==> config.mk <==
export PLATFORM = sky130hd
export DESIGN_NAME = option23_line_loader_flat
export DESIGN_NICKNAME = d
export VERILOG_FILES = /design/src/rtl/option23_line_loader_if.sv /design/src/rtl/option23_line_loader.sv /design/src/flat_wrapper.sv
export SDC_FILE = /design/constraint.sdc
export NUM_CORES = 1
export LEC_CHECK = 0
export CORE_MARGIN = 2
export CORE_UTILIZATION = 64
export CTS_BUF_LIST = sky130_fd_sc_hd__clkbuf_2
export DETAILED_ROUTE_END_ITERATION = 10
export PLACE_DENSITY_LB_ADDON = 0.05
export SLEW_MARGIN = 20
export SYNTH_ARGS = -nofsm -noshare
export SYNTH_HDL_FRONTEND = slang
export SYNTH_SLANG_ARGS = --single-unit
==> constraint.sdc <==
create_clock -name clk -period 5 [get_ports clk]
set_clock_uncertainty 0.1 [all_clocks]
set_input_delay 1.25 -clock clk [delete_from_list [all_inputs] [get_ports clk]]
set_output_delay 1.25 -clock clk [all_outputs]
set_load 0.1 [all_outputs]
==> src/rtl/option23_line_loader_if.sv <==
// Character-in / display-pin-out bundle for the option23 line loader.
// master drives characters and watches the display pins; slave is the loader.
interface option23_line_loader_if;
  logic [7:0] char_data;
  logic       char_raw;
  logic       char_valid;
  logic       char_ready;
  logic       disp_reset;
  logic       disp_write;
  logic       disp_din;
  logic       busy;
  logic       frame_done;

  modport master (
    output char_data,
    output char_raw,
    output char_valid,
    input  char_ready,
    input  disp_reset,
    input  disp_write,
    input  disp_din,
    input  busy,
    input  frame_done
  );

  modport slave (
    input  char_data,
    input  char_raw,
    input  char_valid,
    output char_ready,
    output disp_reset,
    output disp_write,
    output disp_din,
    output busy,
    output frame_done
  );
endinterface

==> src/rtl/option23_line_loader.sv <==
// Buffers one line of chars/raw columns, then streams it bit-serially
// into the option23 display word ring, phase-locked to its 3-bit counter.
module option23_line_loader #(
  parameter int WORD_COUNT = 20
) (
  input  logic                   clk,
  input  logic                   reset,
  option23_line_loader_if.slave  bus
);
  localparam int CW = $clog2(WORD_COUNT + 1);
  localparam int WW = (WORD_COUNT > 1) ? $clog2(WORD_COUNT) : 1;
  localparam logic [CW-1:0] LAST_C = CW'(WORD_COUNT - 1);
  localparam logic [WW-1:0] LAST_W = WW'(WORD_COUNT - 1);
  localparam logic [6:0] SPACE = 7'h40;

  typedef enum logic [1:0] {
    IDLE,
    SYNC,
    SEND,
    DONE
  } state_t;

  state_t        r_state;
  state_t        w_state_n;
  logic [6:0]    r_line [WORD_COUNT];
  logic [CW-1:0] r_count;
  logic [WW-1:0] r_w;
  logic [WW-1:0] w_w_n;
  logic [2:0]    r_p;
  logic [2:0]    w_p_n;

  logic r_ready;
  logic r_dreset;
  logic r_dwrite;
  logic r_din;
  logic r_busy;
  logic r_done;

  logic [6:0] w_word;
  logic [5:0] w_lo;
  logic       w_txt;
  logic       w_nl;
  logic       w_acc;
  logic       w_commit;
  logic       w_din_n;

  assign w_txt = !bus.char_raw;
  assign w_lo  = bus.char_data[5:0] - 6'h20;

  // Lower case folds onto upper case: a-0x40 keeps the low six bits.
  always_comb begin
    w_word = SPACE;
    w_nl   = 1'b0;
    unique case (1'b1)
      bus.char_raw:
        w_word = {1'b0, bus.char_data[5:0]};
      (w_txt && bus.char_data == 8'h0A):
        w_nl = 1'b1;
      (w_txt && bus.char_data >= 8'h20
             && bus.char_data <= 8'h5F):
        w_word = {1'b1, w_lo};
      (w_txt && bus.char_data >= 8'h61
             && bus.char_data <= 8'h7A):
        w_word = {1'b1, bus.char_data[5:0]};
      default:
        w_word = SPACE;
    endcase
  end

  assign w_acc = (r_state == IDLE) && r_ready
               && bus.char_valid;
  assign w_commit = w_acc
                 && (w_nl || r_count == LAST_C);

  always_comb begin
    w_state_n = r_state;
    w_w_n     = r_w;
    w_p_n     = r_p;
    unique case (r_state)
      IDLE: begin
        if (w_commit) w_state_n = SYNC;
      end
      SYNC: begin
        w_state_n = SEND;
        w_w_n     = '0;
        w_p_n     = '0;
      end
      SEND: begin
        w_p_n = r_p + 3'd1;
        if (r_p == 3'd7) begin
          if (r_w == LAST_W) w_state_n = DONE;
          else w_w_n = r_w + 1'b1;
        end
      end
      DONE: begin
        w_state_n = IDLE;
      end
      default: begin
        w_state_n = IDLE;
      end
    endcase
  end

  // Phase 7 carries a zero: the display rotates its ring on that cycle.
  assign w_din_n = (w_state_n == SEND)
                && (w_p_n != 3'd7)
                && r_line[w_w_n][w_p_n];

  always_ff @(posedge clk) begin
    if (reset) begin
      r_state  <= IDLE;
      r_w      <= '0;
      r_p      <= '0;
      r_count  <= '0;
      r_ready  <= 1'b0;
      r_dreset <= 1'b0;
      r_dwrite <= 1'b0;
      r_din    <= 1'b0;
      r_busy   <= 1'b0;
      r_done   <= 1'b0;
    end else begin
      r_state  <= w_state_n;
      r_w      <= w_w_n;
      r_p      <= w_p_n;
      r_ready  <= (w_state_n == IDLE);
      r_dreset <= (w_state_n == SYNC);
      r_dwrite <= (w_state_n == SEND);
      r_din    <= w_din_n;
      r_busy   <= (w_state_n == SYNC)
               || (w_state_n == SEND);
      r_done   <= (w_state_n == DONE);
      if (r_state == DONE) r_count <= '0;
      else if (w_acc && !w_nl) r_count <= r_count + 1'b1;
    end
  end

  always_ff @(posedge clk) begin
    if (w_acc && !w_nl) begin
      r_line[r_count] <= w_word;
    end else if (w_acc && w_nl) begin
      for (int i = 0; i < WORD_COUNT; i++) begin
        if (CW'(i) >= r_count) r_line[i] <= SPACE;
      end
    end
  end

  assign bus.char_ready = r_ready;
  assign bus.disp_reset = r_dreset;
  assign bus.disp_write = r_dwrite;
  assign bus.disp_din   = r_din;
  assign bus.busy       = r_busy;
  assign bus.frame_done = r_done;
endmodule

==> src/flat_wrapper.sv <==
// flat-port wrapper written by rule: the top's interface ports become plain ports
module option23_line_loader_flat 
#(
  parameter int WORD_COUNT = 20
)
  (clk, reset, bus_char_data, bus_char_raw, bus_char_valid, bus_char_ready, bus_disp_reset, bus_disp_write, bus_disp_din, bus_busy, bus_frame_done);
  option23_line_loader_if bus_i ();
  input  logic clk;
  input  logic reset;
  input wire logic [$bits(bus_i.char_data)-1:0] bus_char_data;
  input wire logic [$bits(bus_i.char_raw)-1:0] bus_char_raw;
  input wire logic [$bits(bus_i.char_valid)-1:0] bus_char_valid;
  output wire logic [$bits(bus_i.char_ready)-1:0] bus_char_ready;
  output wire logic [$bits(bus_i.disp_reset)-1:0] bus_disp_reset;
  output wire logic [$bits(bus_i.disp_write)-1:0] bus_disp_write;
  output wire logic [$bits(bus_i.disp_din)-1:0] bus_disp_din;
  output wire logic [$bits(bus_i.busy)-1:0] bus_busy;
  output wire logic [$bits(bus_i.frame_done)-1:0] bus_frame_done;
  assign bus_i.char_data = bus_char_data;
  assign bus_i.char_raw = bus_char_raw;
  assign bus_i.char_valid = bus_char_valid;
  assign bus_char_ready = bus_i.char_ready;
  assign bus_disp_reset = bus_i.disp_reset;
  assign bus_disp_write = bus_i.disp_write;
  assign bus_disp_din = bus_i.disp_din;
  assign bus_busy = bus_i.busy;
  assign bus_frame_done = bus_i.frame_done;
  option23_line_loader #(.WORD_COUNT(WORD_COUNT)) u_core (.clk(clk), .reset(reset), .bus(bus_i));
endmodule
==> flow_summary.toml <==
[floorplan]
core_area_mm2 = 0.01712
row_count = 48
die_x_um = 135.6
boundaryPins = 18
fp.dieH_um = 135.6
initial_utilization_pct = 64.75
dieArea_mm2 = 0.01839

[layout]
syn_to_final_growth_pct = 8.320
fin_nets = 1257
drive_gt1_share_pct = 12.00
final_cell_area_mm2 = 0.01201
multi_input_area_mm2 = 0.004994
register_area_mm2 = 0.005746
num-fill-cells = 1404

[worst_hold_path]
hold_path_class = "register to register"

[yosys]
synthArstFlopShare_pct = 0
yosysWarningCount = 0
synth_seq_area_share_pct = 51.84
syn_area_mm2 = 0.01108
synth_edf_count = 84
ys.flop_type = "dfxtp_1"
syn_nets = 1221
ys_ff_latch = 245
synthDominantCellAreaShare_pct = 29.08
avgSynthCellArea_um2 = 9.275
synth_top_cell_by_area = "dfxtp_1"
synth_area_leaders = "dfxtp_1 (29%), edfxtp_1 (23%), mux2i_1 (7.9%)"
syn_inst = 1195
yosysUniqueCellTypes = 63

[route]
ant_nets = 0
wire_per_inst_um = 21.95
num_vias = 9592
met3_length_um = 3731
drt_iter0_drc = 1334
dr.pass1.iters = 8
routed_wirelength_um = 32960
drc = 0
maxUsedRoutingLayer = "met4"
drt-vias-per-instance = 6.386
dr_wl_met2_um = 14500
met1_length_um = 13480

[clock_tree]
cts_buffers = 60
clock_tree.root_cell = "clkbuf_2"
cts_hold_buf = 0
htreeDepth = 2
cts_tree = "yes"
numClockSinks = 245
cts_resized = 0
clockBufferDepth = 3
cts_setup_buffers = 0
clk_latency_ns = 0.88
clkSlewWorstSetupHoldPaths_ns = 0.11

[timing]
min_period_ns = 4.088
slew_headroom_pct = 25.77
rsz0062_at_grt = "false"
timing_hold_violations_final = 0
drv_slew = 0
tightest_slew_ns = 1.106
final.setup.tns_ns = 0
max_freq_mhz = 244.6
period_share_pct = 81.76
setup_viol = 0

[job]
max-cap-violations = 0

[worst_setup_path]
crit_type = "register to register"
crit_path_max_fanout = 70
cp.required_ns = 5.67
crit_path_start_kind = "register"
arrival_ns = 4.76
cp-end-kind = "register"

[power_and_ir_drop]
ir_drop_mv = 0.2013
leakage_uw = 0.004735
powerDensity_mw_per_mm2 = 301.9

[place]
dpl_cell_area_mm2 = 0.01148
dp_hpwl_um = 21360
gp_congestion = 1.004
io_buffers = 17

[grt]
grt_pass1_wl_um = 50940
antenna_found_initial = 1
grt-ovfl-total = 0
grt_max_degree = 71
grt_pass1_vias = 9042
track_usage_pct = 36.50

[outcome]
status = "finished clean"
## path summary, 6_finish.rpt
check / from / end / slack [ns] / cells after the start
worst min register to register: u_core.r_line[7][1] / u_core.r_line[7][1] / 0.37 / 2
worst max-delay path: u_core.r_state[0] / u_core.bus.disp_din / 0.91 / 12
worst max register to register: u_core.r_state[0] / u_core.bus.disp_din / 0.91 / 12
worst min-delay path: u_core.r_line[7][1] / u_core.r_line[7][1] / 0.37 / 2
## logic make-up (layout without fill, tap and decap cells)
logic type,Yosys count,in the layout,synth area share [%]
adder cells (fa/ha/maj),14,14,1.581
flip-flops,245,245,51.84
multiplexers,92,92,8.388
AND/OR/NAND/NOR,475,475,18.97
buffers and inverters,86,166,3.387
XOR/XNOR,5,5,0.4630
other,0,2,0
AO/OA/AOI/OAI,278,278,15.38
## final cells by class
type                    count  area share [%]
repair buffers             47           3.398
diodes                      2         0.04169
clock buffers              94           3.919
flip-flops and latches    245           47.86
well taps                 225           2.345
multi-input cells         864           41.59
inverters                  13          0.4065
clock inverters            12          0.4377
## state kept, by name, summed over array words and instances, names as in the netlist
signal and count:
u_core.r_count 5, u_core.r_state 2, u_core.bus.frame_done 1, u_core.r_p 3, u_core.bus.char_ready 1, u_core.bus.disp_write 1, u_core.bus.disp_reset 1, u_core.r_line 224
u_core.bus.disp_din 1, u_core.bus.busy 1, u_core.r_w 5
## per-stage QoR
| stage | utilization, % | setup slack (ns) | total power [uW] | std cells | hold slack, ns |
|---|---|---|---|---|---|
| after global placement | 67.05 | 0.9229 | 2376 | 1394 | 0.3425 |
| after floorplan | - | 1.583 | 2304 | 1195 | 0.3274 |
| after CTS | 70.11 | 1.030 | 3628 | 1500 | 0.3639 |
| after detailed placement | 67.05 | 0.8767 | 2384 | 1394 | 0.3491 |
| after global routing | 70.14 | 0.7875 | 3756 | 1502 | 0.3777 |
| final | 70.14 | 0.9121 | 3624 | 1502 | 0.3679 |
## Yosys cell counts (3+ instances only)
master and number:
a2111oi_0 3, a211oi_1 3, a21boi_0 4, a21oi_1 92, a221o_1 6, a221oi_1 23
a22oi_1 17, a31oi_1 16, a32oi_1 3, and2_1 6, and3_1 4, buf_2 15
buf_4 3, buf_6 3, clkbuf_1 50, dfxtp_1 161, edfxtp_1 84, ha_1 14
inv_1 13, mux2_2 3, mux2i_1 88, nand2_1 173, nand2b_1 12, nand3_1 57
nand4_1 9, nor2_1 153, nor2b_1 10, nor3_1 21, nor4_1 7, o211ai_1 5
o21ai_0 76, o21ai_1 6, o221ai_1 4, o22ai_1 6, or2_2 5, or4_1 3
xnor2_1 3
## routing by layer
layer  vias up  global-route usage [%]
li1       4397                       -
met1      4511                   51.07
met2       580                   54.55
met3       104                   8.380
met4         0                   15.80
met5         -                       0
## power by group
part           switching [uW]  internal [uW]
Sequential               30.3           2110
Combinational             133           72.6
Clock                     787            492
## worst max-delay path: stages, from the launching register on
cell       delay (ns)
dfxtp_1          0.39
inv_1            0.08
ha_1             0.51
nand2b_1         0.28
o211ai_1         0.24
and2_4           0.80
buf_4            0.42
a221oi_1         0.18
nor3_1           0.29
o21ai_1          0.12
a31oi_1          0.19
o2111ai_1        0.14
a32oi_1          0.26
## placed cells by master, fill, tap and decap left out, types with 3 or more instances in the layout
cell             synthesis  final
a2111oi_0                3      3
a211oi_1                 3      3
a21boi_0                 4      4
a21oi_1                 92     91
a221o_1                  6      6
a221oi_1                23     23
a22oi_1                 17     17
a31oi_1                 16     16
a32oi_1                  3      3
and2_1                   6      5
and3_1                   4      4
buf_4                    3     29
clkbuf_2                 0     94
clkdlybuf4s50_1          0     17
clkinv_1                 0     10
dfxtp_1                161    161
edfxtp_1                84     84
ha_1                    14     14
inv_1                   13     13
mux2_2                   3      3
mux2i_1                 88     88
nand2_1                173    173
nand2b_1                12     12
nand3_1                 57     57
nand4_1                  9      9
nor2_1                 153    153
nor2b_1                 10      5
nor2b_2                  0      5
nor3_1                  21     21
nor4_1                   7      7
o211ai_1                 5      5
o21ai_0                 76     76
o21ai_1                  6      6
o221ai_1                 4      4
o22ai_1                  6      6
or2_2                    5      5
or4_1                    3      3
xnor2_1                  3      3
Power figures use the tool's default switching activity.
